### src/rtl/assert_pkg.sv
// Shared types and default widths for the assertion event arbiter.
package assert_pkg;

  localparam int unsigned N_REQ_DEF  = 5;
  localparam int unsigned CODE_W_DEF = 8;
  localparam int unsigned XLEN_DEF   = 64;
  localparam int unsigned SEQ_W_DEF  = 32;
  localparam int unsigned DEPTH_DEF  = 8;
  localparam int unsigned SRC_W_DEF  = $clog2(N_REQ_DEF);

  // One buffered assertion event, laid out in FIFO packing order (src first, seq last).
  typedef struct packed {
    logic [SRC_W_DEF-1:0]  src;
    logic [CODE_W_DEF-1:0] code;
    logic [XLEN_DEF-1:0]   pc;
    logic                  fatal;
    logic [SEQ_W_DEF-1:0]  seq;
  } assert_evt_t;

  typedef enum logic [1:0] {
    ST_RUN   = 2'd0,
    ST_DRAIN = 2'd1,
    ST_HALT  = 2'd2
  } arb_state_e;

endpackage

### src/rtl/evt_fifo.sv
// Synchronous FIFO with registered storage, full/empty flags and occupancy count.
module evt_fifo #(
  parameter int unsigned Width = 8,
  parameter int unsigned Depth = 8
) (
  input  logic                   clk,
  input  logic                   rst_n,
  input  logic                   push_i,
  input  logic [Width-1:0]       wdata_i,
  input  logic                   pop_i,
  output logic [Width-1:0]       rdata_o,
  output logic                   full_o,
  output logic                   empty_o,
  output logic [$clog2(Depth):0] count_o
);

  localparam int unsigned PtrW = $clog2(Depth);

  logic [Width-1:0] mem_q [Depth];
  logic [PtrW-1:0]  wr_ptr_q, rd_ptr_q;
  logic [PtrW:0]    count_q;
  logic             do_push, do_pop;

  assign full_o  = (count_q == (PtrW+1)'(Depth));
  assign empty_o = (count_q == '0);
  assign count_o = count_q;
  assign rdata_o = mem_q[rd_ptr_q];

  // Overflow/underflow requests are ignored rather than corrupting the pointers.
  assign do_push = push_i & ~full_o;
  assign do_pop  = pop_i & ~empty_o;

  // Storage array; contents are don't-care while the slot is unoccupied.
  always_ff @(posedge clk) begin
    if (do_push) begin
      mem_q[wr_ptr_q] <= wdata_i;
    end
  end

  // Pointers and occupancy; depth is a power of two so the pointers wrap naturally.
  always_ff @(posedge clk or negedge rst_n) begin
    if (!rst_n) begin
      wr_ptr_q <= '0;
      rd_ptr_q <= '0;
      count_q  <= '0;
    end else begin
      if (do_push) wr_ptr_q <= wr_ptr_q + PtrW'(1);
      if (do_pop)  rd_ptr_q <= rd_ptr_q + PtrW'(1);
      unique case ({do_push, do_pop})
        2'b10:   count_q <= count_q + (PtrW+1)'(1);
        2'b01:   count_q <= count_q - (PtrW+1)'(1);
        default: count_q <= count_q;
      endcase
    end
  end

endmodule

### src/rtl/assert_event_arbiter.sv
// Round-robin arbiter sharing one log channel between pipeline check points, with
// fatal-event drain-and-halt sequencing.
module assert_event_arbiter
  import assert_pkg::*;
#(
  parameter int unsigned N_REQ  = N_REQ_DEF,
  parameter int unsigned CODE_W = CODE_W_DEF,
  parameter int unsigned XLEN   = XLEN_DEF,
  parameter int unsigned DEPTH  = DEPTH_DEF,
  parameter int unsigned SEQ_W  = SEQ_W_DEF
) (
  input  logic                      clk,
  input  logic                      rst_n,
  input  logic [N_REQ-1:0]          req_valid,
  output logic [N_REQ-1:0]          req_ready,
  input  logic [N_REQ*CODE_W-1:0]   req_code,
  input  logic [N_REQ*XLEN-1:0]     req_pc,
  input  logic [N_REQ-1:0]          req_fatal,
  output logic                      log_valid,
  input  logic                      log_ready,
  output logic [$clog2(N_REQ)-1:0]  log_src,
  output logic [CODE_W-1:0]         log_code,
  output logic [XLEN-1:0]           log_pc,
  output logic                      log_fatal,
  output logic [SEQ_W-1:0]          log_seq,
  output logic                      halt,
  output logic                      draining
);

  localparam int unsigned SrcW = $clog2(N_REQ);
  localparam int unsigned EvtW = SrcW + CODE_W + XLEN + 1 + SEQ_W;
  localparam int unsigned CntW = $clog2(DEPTH) + 1;

  arb_state_e        state_q;
  logic [SrcW-1:0]   rr_ptr_q;
  logic [SEQ_W-1:0]  seq_q;
  logic [N_REQ-1:0]  grant;
  logic [SrcW-1:0]   grant_idx;
  logic              accept, pop;
  logic              fifo_full, fifo_empty;
  logic [CntW-1:0]   fifo_count;
  logic [EvtW-1:0]   fifo_rdata;
  logic [SrcW-1:0]   h_src;
  logic [CODE_W-1:0] h_code;
  logic [XLEN-1:0]   h_pc;
  logic              h_fatal;
  logic [SEQ_W-1:0]  h_seq;

  // Rotate so rr_ptr sits at bit 0, isolate the lowest set bit, rotate back.
  function automatic logic [N_REQ-1:0] rr_grant(input logic [N_REQ-1:0] valid,
                                                 input logic [SrcW-1:0]  ptr);
    logic [N_REQ-1:0] rot, pick;
    rot  = N_REQ'({valid, valid} >> ptr);
    pick = rot & (~rot + N_REQ'(1));
    return N_REQ'(({pick, pick} << ptr) >> N_REQ);
  endfunction

  // Grant only while running with a free slot; a same-cycle pop does not count as free.
  always_comb begin
    grant = '0;
    if (state_q == ST_RUN && !fifo_full) grant = rr_grant(req_valid, rr_ptr_q);
  end

  // One-hot grant to requester index.
  always_comb begin
    grant_idx = '0;
    for (int unsigned i = 0; i < N_REQ; i++) begin
      if (grant[i]) grant_idx = SrcW'(i);
    end
  end

  assign req_ready = grant;
  assign accept    = |grant;
  assign log_valid = ~fifo_empty;
  assign pop       = log_valid & log_ready;

  evt_fifo #(
    .Width (EvtW),
    .Depth (DEPTH)
  ) u_fifo (
    .clk     (clk),
    .rst_n   (rst_n),
    .push_i  (accept),
    .wdata_i ({grant_idx, req_code[grant_idx*CODE_W +: CODE_W],
               req_pc[grant_idx*XLEN +: XLEN], req_fatal[grant_idx], seq_q}),
    .pop_i   (pop),
    .rdata_o (fifo_rdata),
    .full_o  (fifo_full),
    .empty_o (fifo_empty),
    .count_o (fifo_count)
  );

  assign {h_src, h_code, h_pc, h_fatal, h_seq} = fifo_rdata;

  // Head fields are forced to zero when nothing is queued so stale storage never leaks out.
  always_comb begin
    log_src   = log_valid ? h_src   : '0;
    log_code  = log_valid ? h_code  : '0;
    log_pc    = log_valid ? h_pc    : '0;
    log_fatal = log_valid ? h_fatal : 1'b0;
    log_seq   = log_valid ? h_seq   : '0;
  end

  // Round-robin pointer and acceptance sequence counter.
  always_ff @(posedge clk or negedge rst_n) begin
    if (!rst_n) begin
      rr_ptr_q <= '0;
      seq_q    <= '0;
    end else if (accept) begin
      rr_ptr_q <= (grant_idx == SrcW'(N_REQ - 1)) ? '0 : grant_idx + SrcW'(1);
      seq_q    <= seq_q + SEQ_W'(1);
    end
  end

  // Stop sequencing: a fatal accept starts the drain, the final pop lands in halt.
  always_ff @(posedge clk or negedge rst_n) begin
    if (!rst_n) begin
      state_q <= ST_RUN;
    end else begin
      unique case (state_q)
        ST_RUN:   if (accept && req_fatal[grant_idx]) state_q <= ST_DRAIN;
        ST_DRAIN: if (pop && fifo_count == CntW'(1)) state_q <= ST_HALT;
        ST_HALT:  state_q <= ST_HALT;
        default:  state_q <= ST_RUN;
      endcase
    end
  end

  assign halt     = (state_q == ST_HALT);
  assign draining = (state_q == ST_DRAIN);

endmodule
### config.mk
export PLATFORM = sky130hd
export DESIGN_NAME = assert_event_arbiter
export DESIGN_NICKNAME = d
export VERILOG_FILES = /design/src/rtl/assert_pkg.sv /design/src/rtl/evt_fifo.sv /design/src/rtl/assert_event_arbiter.sv
export SDC_FILE = /design/constraint.sdc
export NUM_CORES = 1
export LEC_CHECK = 0
export CAP_MARGIN = 20
export CELL_PAD_IN_SITES_DETAIL_PLACEMENT = 0
export CELL_PAD_IN_SITES_GLOBAL_PLACEMENT = 2
export CORE_ASPECT_RATIO = 0.6
export CORE_UTILIZATION = 44
export DETAILED_ROUTE_END_ITERATION = 16
export HOLD_SLACK_MARGIN = 0.02
export PLACE_DENSITY = 0.87
export SYNTH_ARGS = -nofsm -noshare
export SYNTH_HDL_FRONTEND = slang
export SYNTH_SLANG_ARGS = --single-unit
### constraint.sdc
create_clock -name clk -period 25.7 [get_ports clk]
set_input_delay 3.855 -clock clk [delete_from_list [all_inputs] [get_ports clk]]
set_output_delay 3.855 -clock clk [all_outputs]
set_load 0.1 [all_outputs]
## Word-level counts from Yosys, hierarchy flattened

Memory sizes are Yosys's and may differ from the RTL's.
Index checks and enable logic that the tools add are counted.

- Register bits after elaboration: 47
- Bits of input ports: 373
- Logic and storage cells: 63
- Bits in writable memories: 864
- Output and inout bits: 116
- Memories: 1

- Shifts and indexed selects: 4
- Magnitude comparators: 1
- Reduce and logical (&&, ||, !) cells: 9
- Add/sub/neg operators: 7
- Bitwise gates (word level): 7
- Equality and inequality tests: 9
- Multiplexer cells: 19

Memories:

| name | depth | bits a word | read ports | clocked after memory_dff | write ports | RTL line | RTL |
|---|---|---|---|---|---|---|---|
| u_fifo.mem_q | 8 | 108 | 1 | 0 | 1 | evt_fifo.sv:19 | `logic [Width-1:0] mem_q [Depth];` |

Operators by type and width:

| operator | count |
|---|---|
| 320-bit by 10-bit indexed part select with 64-bit output | 1 |
| 64-bit 2-to-1 mux | 1 |
| 40-bit by 7-bit indexed part select with 8-bit output | 1 |
| 32-bit by 1-bit adder with 32-bit output, second input constant | 1 |
| 32-bit 2-to-1 mux | 1 |
| 10-bit by 3-bit << shifter with 10-bit output | 1 |
| 10-bit by 3-bit >> shifter with 5-bit output | 1 |
| 3-bit by 1-bit adder with 3-bit output, second input constant | 3 |
| 3-bit 2-to-1 mux | 3 |
| 2-bit 2-to-1 mux | 4 |
| 8-bit 2-to-1 mux | 1 |
| 4-bit case mux with 2 select lines | 1 |
| 2-bit case mux with 3 select lines | 1 |
| 5-bit by 1-bit adder with 5-bit output, second input constant | 1 |
| 5-bit AND | 1 |
| 1-bit 2-to-1 mux | 5 |
| 5-bit 2-to-1 mux | 1 |
| 5-bit NOT | 1 |
| 5-bit OR reduction | 1 |
| 4-bit by 1-bit adder with 4-bit output, second input constant | 1 |
| 2-bit by 1-bit == test with 1-bit output, second input constant | 2 |
| 2-bit == test, second input constant | 2 |
| 4-bit by 1-bit == test with 1-bit output, second input constant | 1 |
| 4-bit == test, second input constant | 1 |
| 13 further kinds | 19 |

## Depth between registers and ports, before layout

Gate-level depths: netlist of the first run.

- Depth in word-level cells: 15
- Gate-level depth with buffers: 16
- Gate-level depth less buffers: 12

## Hierarchy

Synthesis of the first run repeated with hierarchy kept, for this count alone.

- Cell total of the unflattened synthesis: 2050
- Area, all modules: 40083.4 sq um

By module, submodules not included:

| module | cells an instance | sequential area each (sq um) | area an instance (sq um) | times used |
|---|---|---|---|---|
| evt_fifo | 1315 | 26195.1 | 33409.5 | 1 |
| assert_event_arbiter | 735 | 925.9 | 6673.9 | 1 |

## Least setup slack after synthesis of the first run

OpenSTA, ideal clock, no wires.

- Path type: input -> register
- Start: input port req_valid[2]
- End: memory u_fifo.mem_q[4][0] (netlist bit), enable pin
- Data required time: 24822 ps
- Library setup time: 878 ps
- Buffers on the path: 3
- Arrival: 18171 ps
- Setup slack: 6651 ps
- Stages: 10
- Cells stage by stage: clkbuf_1 -> mux2_2 -> mux4_2 -> or3_1 -> a21o_1 -> o41ai_4 -> nor4b_4 -> clkbuf_1 -> buf_2 -> nor4b_1

- Longest elaborated chain between the ends: 10

RTL lines:

| item | RTL line | RTL |
|---|---|---|
| from (decl) | assert_event_arbiter.sv:14 | `input logic [N_REQ-1:0] req_valid,` |
| 10-bit by 3-bit >> shifter with 5-bit output * | assert_event_arbiter.sv:53 | `rot = N_REQ'({valid, valid} >> ptr);` |
| 5-bit NOT | assert_event_arbiter.sv:54 | `pick = rot & (~rot + N_REQ'(1));` |
| 5-bit by 1-bit adder with 5-bit output | assert_event_arbiter.sv:54 |  |
| 5-bit AND * | assert_event_arbiter.sv:54 |  |
| 10-bit by 3-bit << shifter with 10-bit output * | assert_event_arbiter.sv:55 | `return N_REQ'(({pick, pick} << ptr) >> N_REQ);` |
| 5-bit 2-to-1 mux * | assert_event_arbiter.sv:61 | `if (state_q == ST_RUN && !fifo_full) grant = rr_grant(req_valid, rr_ptr_q);` |
| named net req_ready[0] | assert_event_arbiter.sv:15 | `output logic [N_REQ-1:0] req_ready,` |
| 5-bit OR reduction * | assert_event_arbiter.sv:73 | `assign accept = \|grant;` |
| 1-bit AND * | evt_fifo.sv:30 | `assign do_push = push_i & ~full_o;` |
| 1-bit 2-to-1 mux * | evt_fifo.sv:35 | `if (do_push) begin` |
| 1-bit 2-to-1 mux (not written as such) * | evt_fifo.sv:36 | `mem_q[wr_ptr_q] <= wdata_i;` |
| to (decl) | evt_fifo.sv:19 |  |

Mark *: on every way through the listed nets, which the timed path passes. The rest lies on a longest branch.

## Final worst setup path of the first run

- Start: input port req_valid[2]
- End: output port req_ready[4]

- Longest elaborated chain between the ends: 6

RTL lines:

| item | RTL line |
|---|---|
| 10-bit by 3-bit >> shifter with 5-bit output * | assert_event_arbiter.sv:53 |
| 5-bit NOT | assert_event_arbiter.sv:54 |
| 5-bit by 1-bit adder with 5-bit output | assert_event_arbiter.sv:54 |
| 5-bit AND * | assert_event_arbiter.sv:54 |
| 10-bit by 3-bit << shifter with 10-bit output * | assert_event_arbiter.sv:55 |
| 5-bit 2-to-1 mux * | assert_event_arbiter.sv:61 |
| to (decl) | assert_event_arbiter.sv:15 |

Every way passes the cells marked *; elsewhere a longest branch is shown, timed or not.

==> load_flow_metrics.sql, run 1 <==
INSERT INTO impl_metrics (metric_group, metric, value, unit) VALUES
('synth', 'synth-seq-area-share', '70.1', '%'),
('setup_path', 'timing.critical_path.fanout_max', '24', ''),
('global_route', 'grt_use_total', '24.1', '%'),
('sta', 'fin_setup_tns', '0', 'ps'),
('drt', 'vias_per_cell', '5.70', ''),
('synth', 'per_instance_average_area_after_synthesis', '17.8', 'µm²'),
('sta', 'timing.final.crit_period', '12190', 'ps'),
('floorplanning', 'core_area', '86300', 'µm²'),
('clock_tree', 'cts_tree', 'done', ''),
('setup_path', 'cp_common_cell', 'sky130_fd_sc_hd__clkdlybuf4s50_1', ''),
('finish', 'ff_latch_area', '27100', 'µm²'),
('synth', 'post_synth_most_frequent_cells', '864 x sky130_fd_sc_hd__edfxtp_1, 219 x sky130_fd_sc_hd__mux4_2, 167 x sky130_fd_sc_hd__nand2_1', ''),
('worst_hold_path', 'min_path_type', 'reg2reg', ''),
('sta', 'clock_skew', '18.2', 'ps'),
('floorplanning', 'die_height', '232', 'µm'),
('synth', 'asyncSetResetFlopFracSynth', '5.16', '%'),
('setup_path', 'critPathTopFamily', 'buffers and inverters', ''),
('setup_path', 'r2r_setup_slack', '19380', 'ps'),
('drt', 'antenna_violating_nets_post_route', '0', ''),
('synth', 'yosys_warnings', '0', ''),
('clock_tree', 'htreeDepth', '3', ''),
('clock_tree', 'cts_resized', '0', ''),
('finish', 'multi_input_area', '11000', 'µm²'),
('setup_path', 'crit_arrival', '8330', 'ps'),
('drt', 'wl_per_cell', '27.8', 'µm'),
('synth', 'syn-instance-count', '2177', ''),
('clock_tree', 'tritoncts_num_sinks', '911', ''),
('clock_tree', 'post-cts-setup-buffer-count', '0', ''),
('clock_tree', 'clockRootBuffer', 'sky130_fd_sc_hd__clkbuf_16', ''),
('synth', 'netlist.top_cell.by_area', 'sky130_fd_sc_hd__edfxtp_1', ''),
('floorplanning', 'row_count', '83', ''),
('drt', 'num_vias', '22000', ''),
('sta', 'max_clock_freq', '0.0820', 'GHz'),
('synth', 'synth_top_cell_area_share', '67.1', '%'),
('setup_path', 'crit_chain', 'clkdlybuf4s50_1 > mux2i_1 > mux2_2 > nor4b_1 > a311oi_1 > a211oi_1 > a22oi_2 > buf_4 > inv_2 > clkdlybuf4s50_1', ''),
('setup_path', 'setup.worst_path.end_class', 'output port', ''),
('clock_tree', 'number_of_clock_buffers_inserted_by_tritoncts', '77', ''),
('drt', 'iter_0_drt_violations', '2033', ''),
('global_route', 'grt_antenna_before_repair', '7', ''),
('sta', 'setup-violations-final', '0', ''),
('synth', 'synthFlopType', 'sky130_fd_sc_hd__edfxtp_1', ''),
('setup_path', 'timing.critical_path.from_type', 'input pin', ''),
('synth', 'yosys.cell_types.count', '59', ''),
('synth', 'netlist_area', '38700', 'µm²'),
('setup_path', 'timing.critical_path.slowest_cell_delay', '1190', 'ps'),
('sta', 'setup_repair_after_global_routing_missed_its_margin', 'false', ''),
('synth', 'ys_ff_latch', '911', ''),
('sta', 'final_max_slew_viol_count', '0', ''),
('sta', 'final-hold-violation-count', '0', ''),
('run', 'drv.max_cap_violation_count', '0', ''),
('setup_path', 'reg2reg_from', 'rr_ptr_q[1]$_DFFE_PN0P_', ''),
('finish', 'area_delta_synth_final', '22.9', '%'),
('drt', 'detail_route.first_pass.iterations', '5', ''),
('worst_hold_path', 'hold_path_startpoint', 'u_fifo.count_o[3]$_DFFE_PN0P_', ''),
('finish', 'nets', '3030', ''),
('placed_design', 'port-buffer-count', '488', ''),
('global_route', 'grt_overflow', '0', ''),
('clock_tree', 'clk_pin_slew', '70', 'ps'),
('finish', 'final_layout_size_suffix_gt1_share', '17.7', '%'),
('sta', 'timing.final.crit_share', '47.4', '%'),
('setup_path', 'critical_path_required_time', '21840', 'ps'),
('floorplanning', 'design.portCount', '489', ''),
('setup_path', 'reg2regPathDepth', '13', ''),
('worst_hold_path', 'hold_depth', '1', ''),
('global_route', 'first_global_vias', '22300', ''),
('sta', 'slew_headroom', '14.8', '%'),
('setup_path', 'worst_path_max_delay_cell', 'sky130_fd_sc_hd__clkdlybuf4s50_1', ''),
('synth', 'syn_nets', '2561', ''),
('status', 'run_status', 'completed', ''),
('synth', 'number_of_flops_mapped_to_enable_cells_by_yosys', '864', ''),
('drt', 'detail_route.wirelength', '107000', 'µm');
==> cell families after synthesis <==
family	count (synthesis)	share of synthesized area (%)
buf+inv	159	1.59
mux	422	18.3
flops	911	70.1
xor+xnor	40	0.906
fa+ha+maj	11	0.356
simple gates	445	5.34
compound gates	189	3.43
==> worst register-to-register path, cell delays in order, from the launching register on <==
cell                       delay, ps
sky130_fd_sc_hd__dfrtp_1         800
sky130_fd_sc_hd__nand2b_1        410
sky130_fd_sc_hd__o22ai_1         140
sky130_fd_sc_hd__nor4b_1         820
sky130_fd_sc_hd__nand3_1         190
sky130_fd_sc_hd__mux2i_1         500
sky130_fd_sc_hd__o221ai_4        170
sky130_fd_sc_hd__buf_4           280
sky130_fd_sc_hd__inv_4           620
sky130_fd_sc_hd__buf_4           480
sky130_fd_sc_hd__buf_4           710
sky130_fd_sc_hd__a211oi_1        210
sky130_fd_sc_hd__a31oi_1         450
sky130_fd_sc_hd__mux2_2          370
==> cells in the final DEF, fill, tap and decap left out, types with 4 or more instances in the layout <==
cell type and instances:
sky130_fd_sc_hd__mux4_2 219, sky130_fd_sc_hd__a31oi_1 73, sky130_fd_sc_hd__or3_1 4, sky130_fd_sc_hd__nand3_1 16, sky130_fd_sc_hd__ha_1 11, sky130_fd_sc_hd__mux2_1 6, sky130_fd_sc_hd__nor2_1 131, sky130_fd_sc_hd__clkbuf_8 4
sky130_fd_sc_hd__buf_4 41, sky130_fd_sc_hd__clkbuf_1 12, sky130_fd_sc_hd__clkdlybuf4s50_1 487, sky130_fd_sc_hd__and3_1 5, sky130_fd_sc_hd__xnor2_1 23, sky130_fd_sc_hd__clkinv_2 12, sky130_fd_sc_hd__a211oi_1 74, sky130_fd_sc_hd__nand2b_1 8
sky130_fd_sc_hd__mux2i_1 119, sky130_fd_sc_hd__xor2_1 17, sky130_fd_sc_hd__mux2_2 78, sky130_fd_sc_hd__a21o_1 5, sky130_fd_sc_hd__clkbuf_16 79, sky130_fd_sc_hd__inv_6 4, sky130_fd_sc_hd__clkinv_1 16, sky130_fd_sc_hd__edfxtp_1 864
sky130_fd_sc_hd__and2_1 54, sky130_fd_sc_hd__inv_1 13, sky130_fd_sc_hd__dfrtp_1 44, sky130_fd_sc_hd__and2_0 22, sky130_fd_sc_hd__o22ai_1 5, sky130_fd_sc_hd__nand2_1 167, sky130_fd_sc_hd__o21ai_0 7, sky130_fd_sc_hd__nor3_1 9
sky130_fd_sc_hd__bufinv_16 11
==> metal layers <==
metal  vias up  global-route usage, %  routed length (µm)  part of all wire, %
li1       9616                      -                   -                    -
met2       746                   36.8               50000                   47
met4         6                   4.74                1500                  1.4
met1     11500                   35.3               47700                   44
met5         -                      0                  46                0.043
met3       114                   5.70                8040                  7.5
==> sequential cells by signal, summed over array words and instances (netlist names) <==
| signal | count |
|---|---|
| u_fifo.count_o | 4 |
| rr_ptr_q | 3 |
| seq_q | 32 |
| u_fifo.rd_ptr_q | 3 |
| state_q | 2 |
| u_fifo.wr_ptr_q | 3 |
| u_fifo.mem_q | 864 |
==> cell type report <==
type,count,share of cell area (%)
diodes,3,0.0158
clock buffers,95,4.37
clock inverters,45,1.08
inverters,16,0.132
multi-input cells,1107,23.2
flip-flops and latches,911,57.1
well taps,1147,3.02
repair buffers,533,11.1
==> how the worst max path moves through the flow <==
stage | startpoint | to | slack [ps] | depth (start not counted)
after floorplan | req_valid[2] | u_fifo.mem_q[4][0]$_DFFE_PP_ | 6650 | 10
after global placement | req_valid[2] | req_ready[4] | 13600 | 10
after detailed placement | req_valid[3] | req_ready[4] | 13650 | 10
after CTS | req_valid[2] | req_ready[4] | 13620 | 10
after global routing | req_valid[2] | req_ready[4] | 13400 | 10
final | req_valid[2] | req_ready[4] | 13510 | 10
==> through the flow <==
stage,cell area (µm²),utilization (%),setup slack [ps],hold WS [ps],std cells
after CTS,47500,55.0,13620,495,3852
after global routing,47500,55.1,13400,535,3855
after detailed placement,44900,52.0,13650,484,3712
final,47500,55.1,13510,492,3857
after global placement,44800,52.0,13600,484,3710
after floorplan,38700,-,6650,464,2177
Power of run 1 is not shown: default switching activity piles up to over one toggle a cycle in this logic, so the estimate is an artifact.
==> inputs of run 2 (changes only) <==
Settings changed: CORE_UTILIZATION 44 to 37, PLACE_DENSITY 0.87 to 0.79.
Clock period 25.7 ns to 10.7 ns, I/O delays scaled along.
==> run 2 against run 1 <==
Net effect: global-route usage shrank 2.8 points; clock skew up 12 ps; die area rose by 19%; core utilization is 8.6 points lower; sequential cell count stayed put; sequential share of layout area decreased by 0.49 points; first-iteration DRC count increased by 2.7%; hold slack better by 25 ps; final cell count is 6.4% higher; count of clock-buffer cells in the layout up 2; via count is essentially flat.
==> load_flow_metrics.sql, run 2 (synthesized netlist as in run 1, its figures left out) <==
INSERT INTO impl_metrics (metric_group, metric, value, unit) VALUES
('sta', 'final_max_slew_viol_count', '0', ''),
('floorplanning', 'die_x', '419', 'µm'),
('finish', 'finish.utilization', '46.5', '%'),
('drt', 'detail_route.wirelength', '113000', 'µm'),
('finish', 'nets', '3025', ''),
('sta', 'setup_repair_after_global_routing_missed_its_margin', 'false', ''),
('setup_path', 'timing.critical_path.slowest_cell_delay', '1180', 'ps'),
('placed_design', 'port-buffer-count', '488', ''),
('finish', 'n_fill_cell', '8791', ''),
('clock_tree', 'cts_hold_repair.buffers', '0', ''),
('placed_design', 'dpl.hpwl', '72900', 'µm'),
('sta', 'timing.final.crit_share', '69.1', '%'),
('clock_tree', 'post-cts-setup-buffer-count', '0', ''),
('floorplanning', 'row_count', '91', ''),
('sta', 'timing.final.crit_period', '7400', 'ps'),
('placed_design', 'detailedPlace.worstSlack', '3000', 'ps'),
('clock_tree', 'worstSkewPairLatency', '670', 'ps'),
('setup_path', 'crit_start', 'req_valid[3]', ''),
('floorplanning', 'design.portCount', '489', ''),
('drt', 'drcViolationCount', '0', ''),
('clock_tree', 'htreeDepth', '3', ''),
('sta', 'slack_of_the_critical_path', '3300', 'ps'),
('global_route', 'grt_overflow', '0', ''),
('finish', 'area_delta_synth_final', '23.9', '%'),
('worst_hold_path', 'hold_depth', '1', ''),
('setup_path', 'timing.critical_path.from_type', 'input pin', ''),
('setup_path', 'crit_arrival', '5790', 'ps'),
('global_route', 'first_global_vias', '22700', ''),
('clock_tree', 'cts_tree', 'done', ''),
('sta', 'final-hold-violation-count', '0', ''),
('run', 'drv.max_cap_violation_count', '0', ''),
('sta', 'max_clock_freq', '0.135', 'GHz'),
('finish', 'most_used_cells_in_the_layout_excluding_fill_and_tap_cells', '864 x sky130_fd_sc_hd__edfxtp_1, 487 x sky130_fd_sc_hd__clkdlybuf4s50_1, 219 x sky130_fd_sc_hd__mux4_2, 167 x sky130_fd_sc_hd__nand2_1, 131 x sky130_fd_sc_hd__nor2_1', ''),
('global_route', 'first_pass_grt_wire_length', '162000', 'µm'),
('floorplanning', 'core_area', '103000', 'µm²'),
('status', 'run_status', 'completed', ''),
('sta', 'slew_headroom', '21.5', '%'),
('placed_design', 'dp_cells', '3952', ''),
('sta', 'clock_skew', '30.2', 'ps'),
('clock_tree', 'tritoncts_num_sinks', '911', ''),
('drt', 'vias_per_cell', '5.35', ''),
('placed_design', 'detailed_place.area', '45200', 'µm²'),
('placed_design', 'gp_congestion', '0.958', ''),
('finish', 'regMostFlops', 'u_fifo.mem_q', ''),
('floorplanning', 'effective_utilization_at_floorplan', '37.5', '%'),
('clock_tree', 'clockRootBuffer', 'sky130_fd_sc_hd__clkbuf_16', ''),
('sta', 'setup-violations-final', '0', ''),
('setup_path', 'critical_path_required_time', '9100', 'ps'),
('sta', 'tightest_slew', '1170', 'ps'),
('finish', 'largest_register_ff_count', '864', ''),
('drt', 'num_vias', '22000', ''),
('setup_path', 'setup.worst_path.end_class', 'output port', ''),
('clock_tree', 'number_of_clock_buffers_inserted_by_tritoncts', '82', ''),
('setup_path', 'critPathKind', 'in2out', ''),
('global_route', 'grt_antenna_before_repair', '9', ''),
('clock_tree', 'clk_pin_slew', '60', 'ps'),
('finish', 'post_route_design_area', '47900', 'µm²'),
('clock_tree', 'cts_resized', '0', ''),
('worst_hold_path', 'worstHoldEndpoint', 'u_fifo.count_o[3]$_DFFE_PN0P_', ''),
('drt', 'iter_0_drt_violations', '2087', ''),
('finish', 'mostFrequentLayoutCell', 'sky130_fd_sc_hd__edfxtp_1', ''),
('drt', 'detail_route.first_pass.iterations', '7', ''),
('drt', 'wl_per_cell', '27.4', 'µm'),
('global_route', 'grt_max_degree', '109', ''),
('finish', 'multi_input_area', '11100', 'µm²'),
('worst_hold_path', 'min_path_type', 'reg2reg', ''),
('clock_tree', 'clock_tree.buffer_depth', '3', ''),
('setup_path', 'reg2regPathDepth', '14', ''),
('finish', 'final_layout_size_suffix_gt1_share', '17.4', '%'),
('setup_path', 'rr_endpoint', 'u_fifo.mem_q[1][60]$_DFFE_PP_', ''),
('finish', 'ff_latch_area', '27100', 'µm²'),
('setup_path', 'worst_path_max_delay_cell', 'sky130_fd_sc_hd__clkdlybuf4s50_1', ''),
('drt', 'antenna_violating_nets_post_route', '0', ''),
('floorplanning', 'die_area', '106000', 'µm²'),
('setup_path', 'critPathTopFamily', 'buffers and inverters', ''),
('setup_path', 'reg2reg_from', 'rr_ptr_q[1]$_DFFE_PN0P_', ''),
('finish', 'fin_cells', '4103', ''),
('setup_path', 'cp_num_buf_inv', '4', ''),
('global_route', 'grt_use_total', '21.3', '%'),
('floorplanning', 'die_height', '252', 'µm'),
('worst_hold_path', 'hold_path_startpoint', 'u_fifo.count_o[3]$_DFFE_PN0P_', ''),
('setup_path', 'crit_chain', 'clkdlybuf4s50_1 > mux2i_1 > mux2_2 > nor4b_1 > nand3_1 > mux2i_1 > a22oi_2 > buf_4 > inv_2 > clkdlybuf4s50_1', ''),
('setup_path', 'r2r_setup_slack', '4340', 'ps'),
('setup_path', 'timing.critical_path.fanout_max', '14', '');
[run 2: cell count changes in the layout (fill, tap and decap cells not counted), moves of 2 or more]
cell and delta:
sky130_fd_sc_hd__buf_4 -13, sky130_fd_sc_hd__buf_12 +4, sky130_fd_sc_hd__bufinv_16 -4, sky130_fd_sc_hd__clkinv_1 +4, sky130_fd_sc_hd__clkinv_16 +4, sky130_fd_sc_hd__clkbuf_16 +3, sky130_fd_sc_hd__clkbuf_8 -2, sky130_fd_sc_hd__clkinv_2 -2
sky130_fd_sc_hd__clkinv_8 +2, sky130_fd_sc_hd__inv_8 +2, sky130_fd_sc_hd__nor4b_2 -2, sky130_fd_sc_hd__nor4b_4 +2
[run 2: layout make-up]
| type | count | area share (%) |
|---|---|---|
| Clock inverter | 52 | 1.21 |
| Clock buffer | 97 | 4.44 |
| Multi-Input combinational cell | 1107 | 23.1 |
| Inverter | 16 | 0.130 |
| Tap cell | 1395 | 3.64 |
| Antenna cell | 2 | 0.0104 |
| Sequential cell | 911 | 56.6 |
| Timing Repair Buffer | 523 | 10.9 |
[run 2: worst reg2reg max path: stages (launching register included)]
cell	delay, ps
sky130_fd_sc_hd__dfrtp_1	800
sky130_fd_sc_hd__nand2b_1	430
sky130_fd_sc_hd__o22ai_1	150
sky130_fd_sc_hd__nor4b_1	650
sky130_fd_sc_hd__nand3_1	210
sky130_fd_sc_hd__mux2i_1	490
sky130_fd_sc_hd__o221ai_4	170
sky130_fd_sc_hd__buf_4	340
sky130_fd_sc_hd__inv_4	570
sky130_fd_sc_hd__nor4b_4	110
sky130_fd_sc_hd__buf_4	270
sky130_fd_sc_hd__nand2b_1	300
sky130_fd_sc_hd__nor3_2	190
sky130_fd_sc_hd__buf_4	630
sky130_fd_sc_hd__buf_4	670
[run 2: how the worst max path moves through the flow]
stage,endpoint,slack (ps),depth (start not counted)
after detailed placement,u_fifo.mem_q[1][67]$_DFFE_PP_,3000,15
final,req_ready[4],3300,10
after CTS,req_ready[4],3330,10
after global routing,req_ready[4],3080,10
after floorplan,u_fifo.mem_q[3][0]$_DFFE_PP_,-2810,10
after global placement,u_fifo.mem_q[1][67]$_DFFE_PP_,2980,15
[run 2: routing by layer]
layer / wire (µm) / up-vias / global-route usage [%]
met5: 41 / - / 0
met3: 6110 / 107 / 3.91
met2: 52000 / 629 / 32.8
met4: 1250 / 6 / 2.94
met1: 53200 / 11600 / 32.0
li1: - / 9601 / -
[run 2: per-stage QoR]
step | hold slack, ps | setup TNS, ps
6_report | 517 | 0
5_1_grt | 529 | 0
4_1_cts | 521 | 0
3_5_place_dp | 511 | 0
3_3_place_gp | 494 | 0
2_1_floorplan | 464 | -1304670
Power of run 2 is left out for the same reason.
